File: src/rtl/adc_dft_feeder.sv
// Captures a triggered ADC burst into a FIFO and streams it to the dft block on valid/ready.
// Define ADC_OFFSET_BINARY_EN to convert offset-binary samples to two's complement on write.
module adc_dft_feeder #(
    parameter int DATA_W     = 12,
    parameter int CHUNK_N    = 32,
    parameter int CHUNKS_N   = 256,
    parameter int FIFO_DEPTH = 64
) (
    input  logic              clk,
    input  logic              rst_n,
    input  logic [DATA_W-1:0] adc_data_i,
    input  logic              adc_valid_i,
    input  logic              trig_i,
    output logic [DATA_W-1:0] data_out_o,
    output logic              valid_out_o,
    input  logic              ready_i,
    output logic              busy_o,
    output logic              overflow_o,
    output logic              done_o
);
    localparam int TOTAL = CHUNK_N * CHUNKS_N;
    localparam int PTR_W = (FIFO_DEPTH > 1) ? $clog2(FIFO_DEPTH) : 1;
    localparam int CNT_W = PTR_W + 1;
    localparam int WR_W  = $clog2(TOTAL + 1);

    typedef enum logic [1:0] {IDLE, ACQ, DRAIN} state_t;

    state_t            state_q, state_d;
    logic [DATA_W-1:0] mem_q [FIFO_DEPTH];
    logic [PTR_W-1:0]  wr_ptr_q, wr_ptr_d;
    logic [PTR_W-1:0]  rd_ptr_q, rd_ptr_d;
    logic [CNT_W-1:0]  count_q, count_d;
    logic [WR_W-1:0]   wr_cnt_q, wr_cnt_d;
    logic              overflow_q, overflow_d;
    logic              done_q, done_d;

    logic              full;
    logic              push;
    logic              pop;
    logic              drop;
    logic [DATA_W-1:0] wr_data;

`ifdef ADC_OFFSET_BINARY_EN
    assign wr_data = {~adc_data_i[DATA_W-1], adc_data_i[DATA_W-2:0]};
`else
    assign wr_data = adc_data_i;
`endif

    // Fullness is judged on the registered count, so a same-cycle pop never frees room for a write.
    assign full = (count_q == CNT_W'(FIFO_DEPTH));
    assign pop  = (count_q != '0) && ready_i;
    assign push = (state_q == ACQ) && adc_valid_i && !full;
    assign drop = (state_q == ACQ) && adc_valid_i && full;

    always_comb begin
        state_d    = state_q;
        wr_ptr_d   = push ? wr_ptr_q + PTR_W'(1) : wr_ptr_q;
        rd_ptr_d   = pop  ? rd_ptr_q + PTR_W'(1) : rd_ptr_q;
        count_d    = count_q + CNT_W'(push) - CNT_W'(pop);
        wr_cnt_d   = push ? wr_cnt_q + WR_W'(1) : wr_cnt_q;
        overflow_d = overflow_q | drop;
        done_d     = 1'b0;
        case (state_q)
            IDLE: begin
                if (trig_i) begin
                    state_d    = ACQ;
                    wr_cnt_d   = '0;
                    overflow_d = 1'b0;
                end
            end
            ACQ: begin
                if (push && (wr_cnt_q == WR_W'(TOTAL - 1))) begin
                    state_d = DRAIN;
                end
            end
            DRAIN: begin
                if (count_d == '0) begin
                    state_d = IDLE;
                    done_d  = 1'b1;
                end
            end
            default: state_d = IDLE;
        endcase
    end

    always_ff @(posedge clk or negedge rst_n) begin
        if (!rst_n) begin
            state_q    <= IDLE;
            wr_ptr_q   <= '0;
            rd_ptr_q   <= '0;
            count_q    <= '0;
            wr_cnt_q   <= '0;
            overflow_q <= 1'b0;
            done_q     <= 1'b0;
        end else begin
            state_q    <= state_d;
            wr_ptr_q   <= wr_ptr_d;
            rd_ptr_q   <= rd_ptr_d;
            count_q    <= count_d;
            wr_cnt_q   <= wr_cnt_d;
            overflow_q <= overflow_d;
            done_q     <= done_d;
        end
    end

    // Storage needs no reset: the cleared count hides any stale entries.
    always_ff @(posedge clk) begin
        if (push) begin
            mem_q[wr_ptr_q] <= wr_data;
        end
    end

    assign valid_out_o = (count_q != '0);
    assign data_out_o  = valid_out_o ? mem_q[rd_ptr_q] : '0;
    assign busy_o      = (state_q != IDLE);
    assign overflow_o  = overflow_q;
    assign done_o      = done_q;

endmodule
File: config.mk
export PLATFORM = sky130hd
export DESIGN_NAME = adc_dft_feeder
export DESIGN_NICKNAME = d
export VERILOG_FILES = /design/src/rtl/adc_dft_feeder.sv
export SDC_FILE = /design/constraint.sdc
export NUM_CORES = 1
export LEC_CHECK = 0
export ABC_CLOCK_PERIOD_IN_PS = 4080
export BUFFER_PORTS_ARGS = -buffer_cell sky130_fd_sc_hd__buf_2
export CORE_MARGIN = 3
export CORE_UTILIZATION = 50
export CTS_CLUSTER_DIAMETER = 40
export DETAILED_ROUTE_END_ITERATION = 6
export GPL_TIMING_DRIVEN = 0
export PLACE_DENSITY = 0.65
export SLEW_MARGIN = 5
export SYNTH_ARGS = -nofsm -noshare
export SYNTH_HDL_FRONTEND = slang
export SYNTH_SLANG_ARGS = --single-unit
File: constraint.sdc
create_clock -name clk -period 4.08 [get_ports clk]
set_clock_uncertainty 0.1 [all_clocks]
set_input_delay 1.224 -clock clk [delete_from_list [all_inputs] [get_ports clk]]
set_output_delay 1.224 -clock clk [all_outputs]
set_load 0.02 [all_outputs]
==> flow_summary.toml, run 1 <==
[power]
combPwrFrac = 0.329
p_clk_frac = 0.336
sequentialPowerShare = 0.335
p_sw_frac = 0.323
power_density_nw_per_um2 = 755
p_leak_nw = 12.4
peakVddDrop_uv = 484
intPower_mw = 19.3
p_sw_mw = 9.22
totalPowerFinal_mw = 28.5

[route]
ant_nets = 0
via_per_inst = 6.17
routedWlPerCell_um = 29.4
drtIter0Drc = 1805
route.detailed.drc = 0
drt-total-wl_mm = 77.8
first_pass_iters = 6
num_vias = 16355

[placement]
portBuffers = 32
globalplace.congestion = 0.953
dp_hpwl_mm = 47.5
postPlaceCellArea_sq_um = 32600

[layout]
fin_area_sq_um = 37800
nFillCells = 4319
drive_gt1_frac = 0.328
syn2layout_area_growth_pct = 20.2
nets = 1750
fin_util = 0.610

[critical_path]
cp.arrival_ns = 3.10
slowest_stage = "mux4_2"
crit_buf_inv = 4
critPathKind = "reg2out"
critPathLaunchType = "flip-flop"
rr_worst_depth = 13
crit_chain = "buf_12 -> buf_12 -> buf_12 -> mux4_2 -> a22o_1 -> a211oi_4 -> a21oi_2 -> a22o_4 -> buf_6"
crit_family = "compound AO/OA/AOI/OAI gates"
cp_slowest_stage_delay_ns = 0.51
worstPathRequired_ns = 2.76
cp-end-kind = "primary output"
reg2reg_from = "count_q[4]"
rrSetupSlack_ns = 0.14
cp_max_fo = 9
r2r-end = "done_o"
crit_top_cell = "buf_12"

[logic_synthesis]
yosys-top-cells-count = "edfxtp_1, mux4_2, mux2i_1"
syn_avg_cell_area_sq_um = 20.2
syn_nets = 1587
synthTopCellsByArea = "edfxtp_1, mux4_2, mux2i_1"
synth_seq_cells = 805
synth_warnings = 0
synthArstFlopShare = 0.0460
yosysMostFrequentCell = "edfxtp_1"
syn_area_sq_um = 31400
synth_top_area_frac = 0.733
synth_area_leader_cell = "edfxtp_1"
yosysUniqueCellTypes = 53
synth_seq_area_share = 0.763
synth_cells = 1557
synthFlopType = "edfxtp_1"
synth_edf_count = 768

[worst_hold_path]
hp-start = "overflow_o"
min_to = "overflow_o"
min_path_type = "reg2reg"
hold_depth = 2

[floorplan]
coreArea_sq_um = 61900
initial_core_util = 0.508
boundaryPins = 33
die_h_um = 257
row_count = 91
die_area_sq_um = 65900
die_x_um = 257

[cts]
clockBufferDepth = 3
insertion_delay_ns = 0.65
clockRootBuffer = "clkbuf_16"
cts_buffers = 106
cts_htree_levels = 3
path_clk_slew_ns = 0.06
cts_tree = "built"
cts_hold_buf = 0
cts.sinks = 805

[timing]
max_freq_ghz = 0.226
fin_setup_tns_ns = -3.62
finalSetupViolCount = 12
fin_crit_sh = 1.08
max_slew_margin = 0.126
worst_slew_pin_slew_ns = 1.31
period_minus_slack_ns = 4.42
rsz0062_at_grt = "true"
hold_viol = 0
fin_ws_ns = -0.342
drv_slew = 0

[outcome]
status = "finished, violations left"
violations = "negative setup slack"

[global_route]
grt_overflow = 0
grt_use_total = 0.239
grt_pass1_vias = 16497
grt_max_degree = 65
grt_pass1_wl_mm = 114
antenna_found_initial = 1

[run]
maxCapViolations = 0
## how the worst max path moves through the flow
stage               slack, ns   startpoint       endpoint  cells past startpoint
floorplan                0.26  adc_valid_i         done_o                     13
global placement        -0.72  rd_ptr_q[2]  data_out_o[5]                      8
detailed placement      -0.71  rd_ptr_q[2]  data_out_o[8]                      8
CTS                     -0.34  rd_ptr_q[0]  data_out_o[1]                      9
global route            -0.40  rd_ptr_q[0]  data_out_o[2]                      9
finish                  -0.34  rd_ptr_q[0]  data_out_o[1]                      9
## repair_timing
item | 4_1_cts | 5_1_grt
pin swaps | 33 | 17
cloned | 1 | 1
gates resized for setup | 225 | 63
endpoints found under the setup margin | 74 | 422
setup buffers | 14 | 8
endpoints found under the hold margin | 0 | 0
## metal layers
layer,wire length [um],global-route usage,up-vias
met2,36200,0.360,840
met5,0,0,-
met3,7300,0.0483,123
met1,32200,0.354,8598
li1,-,-,6794
met4,2130,0.0773,0
## tightest hold or removal path, cell delays in order, from the launching register on
cell and delay [ns]:
dfrtp_1 0.35, o21ai_0 0.08, nand2_1 0.06
## state kept, by name, indices dropped and copies added, names as in the netlist
signal / cells
count_q: 7
done_o: 1
mem_q: 768
overflow_o: 1
rd_ptr_q: 6
state_q: 2
wr_cnt_q: 14
wr_ptr_q: 6
## through the flow
stage / hold slack (ns) / setup slack, ns / std cells
after global routing: 0.462 / -0.399 / 2649
after detailed placement: 0.409 / -0.710 / 2426
after global placement: 0.411 / -0.721 / 2426
after floorplan: 0.387 / 0.256 / 1557
after CTS: 0.432 / -0.340 / 2640
final: 0.421 / -0.342 / 2650
## logic make-up (layout without fill, tap and decap cells)
family,Yosys count,after routing,synth area share
and+or+nand+nor,164,164,0.0244
muxes,243,243,0.136
buffers and inverters,103,358,0.0184
xor gates and xnor gates,23,23,0.00641
other,0,1,0
DFF,805,805,0.763
AOI/OAI and AO/OA,206,206,0.0464
adders and majority gates,13,13,0.00541
## layout make-up
| cell class | instances | area, sq um | area share |
|---|---|---|---|
| Antenna cell | 1 | 2.50 | 0.0000662 |
| Tap cell | 837 | 1050 | 0.0277 |
| Inverter | 12 | 45.0 | 0.00119 |
| Clock buffer | 120 | 2770 | 0.0732 |
| Multi-Input combinational cell | 649 | 7590 | 0.201 |
| Sequential cell | 805 | 24000 | 0.635 |
| Buffer | 90 | 933 | 0.0247 |
| Clock inverter | 80 | 956 | 0.0253 |
| Timing Repair Buffer | 56 | 472 | 0.0125 |
## power groups by stage
stage	logic [mW]	registers (mW)	clock network, mW
after detailed placement	7.55	9.73	0
final	9.38	9.56	9.58
after CTS	8.93	9.56	9.68
after global placement	7.47	9.71	0
after global routing	9.78	9.59	10.0
after floorplan	4.87	9.68	0
## layout by cell type (no fill, tap or decap), types with 16 or more instances in the layout
cell type / count
o221ai_1: 19
nor2_1: 36
a22oi_1: 23
mux2i_1: 92
nand2_1: 27
clkbuf_1: 25
edfxtp_1: 768
a22o_1: 20
buf_2: 25
buf_4: 34
a211oi_2: 17
nor2_2: 46
clkbuf_16: 108
clkinvlp_4: 18
dfrtp_1: 37
a21oi_1: 27
bufinv_16: 16
buf_12: 23
mux4_2: 138
Power figures use the tool's default switching activity.
==> inputs of run 2 (changes only) <==
==> constraint.sdc (replaced) <==
create_clock -name clk -period 4.08 [get_ports clk]
set_clock_uncertainty 0.1 [all_clocks]
set_input_delay 0.204 -clock clk [delete_from_list [all_inputs] [get_ports clk]]
set_output_delay 0.204 -clock clk [all_outputs]
set_load 0.02 [all_outputs]
==> run 2 against run 1 <==
The flow now finishes without violations; cell area down 3.2%; critical endpoint is now data_out_o[9]; largest cell class unchanged; via count decreased by 0.88%; wire length down 1.9%; global-route usage down 0.35 points; final cell count fell by 0.53%.
==> flow_summary.toml, run 2 (synthesis gave the netlist of run 1 again) <==
[layout]
syn2layout_area_growth_pct = 16.4
nets = 1736
final_cell_mix = "edfxtp_1, mux4_2, clkbuf_16"
nFillCells = 4514
layout_commonest_cell = "edfxtp_1"
top_regs = "mem_q (768), wr_cnt_q (14), count_q (7)"
drive_gt1_frac = 0.254
largest-register = "mem_q"
largest_register_ffs = 768
multiInputGateArea_sq_um = 7000
seq_area_sq_um = 24000

[critical_path]
rrSetupSlack_ns = 0.15
cp_max_fo = 10
cp.arrival_ns = 3.74
critPathKind = "reg2out"
cp-end-kind = "primary output"
r2r-end = "mem_q[37][2]"
rr_worst_depth = 8
critPathLaunchType = "flip-flop"
worstPathRequired_ns = 3.78
reg2reg_from = "count_q[4]"

[worst_hold_path]
hold_depth = 1
hp-start = "adc_data_i[5]"
min_path_type = "in2reg"
min_to = "mem_q[37][5]"

[floorplan]
die_area_sq_um = 65900
coreArea_sq_um = 61900
row_count = 91
die_h_um = 257
die_x_um = 257
initial_core_util = 0.508
boundaryPins = 33

[timing]
worst_slew_pin_slew_ns = 1.30
fin_crit_sh = 0.990
period_minus_slack_ns = 4.04
hold_slack_ns = 0.0489
drv_slew = 0
max_freq_ghz = 0.247
hold_viol = 0
max_slew_margin = 0.127
fin_setup_tns_ns = 0
finalSetupViolCount = 0

[run]
maxCapViolations = 0

[global_route]
use_met2 = 0.351
grt_use_total = 0.235
antenna_found_initial = 1
grt_overflow = 0
gr-usage-met1 = 0.349
globalRoute.busiestLayer = "met2"
use_met3 = 0.0501
grt_max_degree = 65
grt_pass1_wl_mm = 113
grt_pass1_vias = 16336

[route]
routedWlPerCell_um = 29.0
first_pass_iters = 6
num_vias = 16211
drt-total-wl_mm = 76.3
ant_nets = 0
drtIter0Drc = 2011
via_per_inst = 6.15
route.detailed.drc = 0

[power]
p_leak_nw = 12.0
peakVddDrop_uv = 486
power_density_nw_per_um2 = 734

[placement]
portBuffers = 32
dp_hpwl_mm = 47.5
globalplace.congestion = 0.953

[cts]
cts_htree_levels = 3
cts.sinks = 805
clockBufferDepth = 3
clockRootBuffer = "clkbuf_16"
insertion_delay_ns = 0.65
cts_tree = "built"
cts_buffers = 106
path_clk_slew_ns = 0.06

[outcome]
status = "complete, no violations"
## run 2: timing repair
action | CTS | global route
hold buffers | 3 | 1
setup buffers | 0 | 5
gates resized for setup | 13 | 24
setup endpoints to repair | 71 | 416
pin swaps | 0 | 2
endpoints found under the hold margin | 43 | 1
## run 2: report_power, final
| part | internal [mW] | switching, mW |
|---|---|---|
| registers | 9.42 | 0.133 |
| logic | 2.92 | 4.85 |
| clock network | 5.95 | 3.60 |
## run 2: per-stage QoR
| step | power (mW) | cell area, sq um | util | setup slack, ns | instances |
|---|---|---|---|---|---|
| after floorplan | 14.6 | 31400 | - | 0.464 | 1557 |
| after global placement | 17.2 | 32600 | 0.527 | -0.300 | 2426 |
| after detailed placement | 17.3 | 32600 | 0.527 | -0.321 | 2426 |
| after global routing | 27.8 | 36600 | 0.591 | -0.00273 | 2635 |
| after CTS | 26.9 | 36400 | 0.588 | -0.0288 | 2628 |
| final | 26.9 | 36600 | 0.591 | 0.0389 | 2636 |
## run 2: area by class of cell
class,instances,share of cell area
flip-flops and latches,805,0.655
multi-input cells,649,0.191
clock buffers,120,0.0756
well taps,837,0.0286
clock inverters,80,0.0261
plain buffers,90,0.0147
repair buffers,42,0.00728
inverters,12,0.00123
diodes,1,0.0000684
## run 2: worst max path at each step
| stage | start | slack (ns) | cells past startpoint | to |
|---|---|---|---|---|
| after floorplan | count_q[5] | 0.46 | 16 | done_o |
| after global placement | count_q[4] | -0.30 | 16 | done_o |
| after detailed placement | count_q[4] | -0.32 | 16 | done_o |
| after CTS | count_q[4] | -0.03 | 7 | mem_q[37][4] |
| after global routing | count_q[4] | -0.003 | 8 | mem_q[5][2] |
| final | rd_ptr_q[2] | 0.04 | 8 | data_out_o[9] |
## run 2: layer usage
metal  vias up  wire length, um
met1      8455            31700
met5         -                0
met4         0             2470
li1       6780                -
met3       136             7320
met2       840            34900
## run 2: critical path: stages (launching register included)
cell and delay [ns]:
dfrtp_1 0.32, buf_2 0.29, nor2b_1 0.47, clkbuf_2 0.39, buf_2 0.38, a22oi_1 0.24
a21oi_1 0.54, a22o_1 0.27, buf_2 0.18
==> inputs of run 3 (changes only) <==
==> constraint.sdc (replaced) <==
create_clock -name clk -period 4.08 [get_ports clk]
set_clock_uncertainty 0.1 [all_clocks]
set_input_delay 0.816 -clock clk [delete_from_list [all_inputs] [get_ports clk]]
set_output_delay 0.816 -clock clk [all_outputs]
set_load 0.02 [all_outputs]
==> run 3 against run 2 <==
The flow now finishes with violations (design-rule violations, negative setup slack); utilization rose by 1.3 points; register-to-register slack got worse by 0.06 ns; combinational power rose by 14%; critical path depth did not move; critical path type unchanged; critical endpoint is now data_out_o[10].
==> flow_summary.toml, run 3 (synthesis gave the netlist of run 1 again) <==
[outcome]
status = "finished, violations left"
violations = "design-rule violations, negative setup slack"

[floorplan]
die_x_um = 257
die_h_um = 257
boundaryPins = 33
row_count = 91
coreArea_sq_um = 61900
die_area_sq_um = 65900
initial_core_util = 0.508

[power]
p_sw_frac = 0.323
power_density_nw_per_um2 = 749
combPwrFrac = 0.317
intPower_mw = 19.0
p_sw_mw = 9.05
peakVddDrop_uv = 484
totalPowerFinal_mw = 28.0
p_leak_nw = 12.2
sequentialPowerShare = 0.341
p_clk_frac = 0.342

[route]
routedWlPerCell_um = 29.3
via_per_inst = 6.17
drtIter0Drc = 1911
num_vias = 16305
first_pass_iters = 7
drt-total-wl_mm = 77.5
route.detailed.drc = 1
ant_nets = 0

[critical_path]
crit_top_cell = "buf_4"
critPathKind = "reg2out"
rr_worst_depth = 8
crit_chain = "buf_4 -> nor2b_2 -> clkbuf_4 -> buf_4 -> a22oi_2 -> a21oi_1 -> a22o_1 -> buf_2"
slowest_stage = "nor2b_2"
crit_buf_inv = 4
worstPathRequired_ns = 3.16
cp_max_fo = 10
cp_num_cells = 8
cp-end-kind = "primary output"
crit_family = "buffers and inverters"
critPathLaunchType = "flip-flop"
cp.arrival_ns = 3.17
cp_slowest_stage_delay_ns = 0.36

[cts]
clockRootBuffer = "clkbuf_16"
cts_hold_buf = 0
cts_htree_levels = 3
cts.sinks = 805
clockBufferDepth = 3
insertion_delay_ns = 0.65
cts_buffers = 106
path_clk_slew_ns = 0.06
cts_tree = "built"

[timing]
max_freq_ghz = 0.245
finalSetupViolCount = 1
period_minus_slack_ns = 4.09
drv_slew = 0
fin_crit_sh = 1.00
max_slew_margin = 0.127
worst_slew_pin_slew_ns = 1.30
fin_ws_ns = -0.00516
rsz0062_at_grt = "true"
hold_viol = 0

[placement]
dp_hpwl_mm = 47.5
globalplace.congestion = 0.953
portBuffers = 32
postPlaceCellArea_sq_um = 32600
dp.cells = 2426

[global_route]
grt_pass1_vias = 16381
grt_overflow = 0
antenna_found_initial = 1
grt_use_total = 0.236
grt_pass1_wl_mm = 113
grt_max_degree = 65

[layout]
nFillCells = 4371
largest_register_ffs = 768
nets = 1744
layout.cells.non_filler = 2644
drive_gt1_frac = 0.308
fin_util = 0.604
layout_commonest_cell = "edfxtp_1"
final_cell_mix = "edfxtp_1, mux4_2, clkbuf_16"
syn2layout_area_growth_pct = 19.1
fin_area_sq_um = 37400
largest-register = "mem_q"
top_regs = "mem_q (768), wr_cnt_q (14), count_q (7)"

[worst_hold_path]
min_path_type = "in2async"

[run]
maxCapViolations = 0
[run 3: cell types whose count changed in the layout (fill, tap and decap cells not counted), moves of 12 or more]
cell | before | now
a211oi_1 | 29 | 8
a211oi_2 | 4 | 18
a22oi_1 | 36 | 24
a22oi_2 | 0 | 12
buf_12 | 3 | 15
clkbuf_1 | 41 | 28
[run 3: final timing paths]
| check | slack (ns) | startpoint | end |
|---|---|---|---|
| worst min register to register | 0.42 | overflow_o | overflow_o |
| worst max register to register | 0.09 | count_q[4] | mem_q[62][5] |
| worst min-delay path | 0.20 | rst_n | overflow_o |
| max in group asynchronous | 3.02 | rst_n | rd_ptr_q[0] |
| worst max-delay path | -0.005 | rd_ptr_q[2] | data_out_o[10] |
| min in group clk | 0.38 | trig_i | state_q[0] |
[run 3: metal layers]
layer,wire [um],part of all wire,track usage,up-vias
li1,-,-,-,6788
met2,35600,0.46,0.355,826
met1,32500,0.42,0.353,8562
met5,95,0.0012,0,-
met4,2300,0.030,0.0759,2
met3,7070,0.091,0.0471,127
[run 3: area by class of cell]
| class | instances | area [sq um] | share of cell area |
|---|---|---|---|
| tap | 837 | 1050 | 0.0280 |
| multi-input combinational | 649 | 7400 | 0.198 |
| buffer | 89 | 832 | 0.0222 |
| clock inverter | 80 | 956 | 0.0255 |
| sequential | 805 | 24000 | 0.641 |
| antenna | 1 | 2.50 | 0.0000668 |
| clock buffer | 120 | 2770 | 0.0739 |
| timing repair buffer | 51 | 405 | 0.0108 |
| inverter | 12 | 45.0 | 0.00120 |
[run 3: through the flow]
step / setup WS, ns / TNS (ns) / hold WS (ns)
6_report: -0.00516 / -0.00516 / 0.200
5_1_grt: -0.0287 / -0.152 / 0.234
4_1_cts: -0.0363 / -0.780 / 0.195
3_3_place_gp: -0.313 / -2.30 / 0.411
2_1_floorplan: 0.464 / 0 / 0.387
3_5_place_dp: -0.321 / -2.84 / 0.409
[run 3: what timing repair did]
item                       CTS  global route
setup buffers                4            10
pin swaps                   10            23
resized for setup          138            87
setup endpoints to repair   74           422
cloned                       0             3
[run 3: power by group through the flow]
stage,logic (mW),registers [mW],clock network (mW)
2_1_floorplan,4.87,9.68,0
6_report,8.88,9.57,9.57
4_1_cts,8.21,9.56,9.68
5_1_grt,9.25,9.59,10.0
3_5_place_dp,7.55,9.73,0
3_3_place_gp,7.47,9.71,0
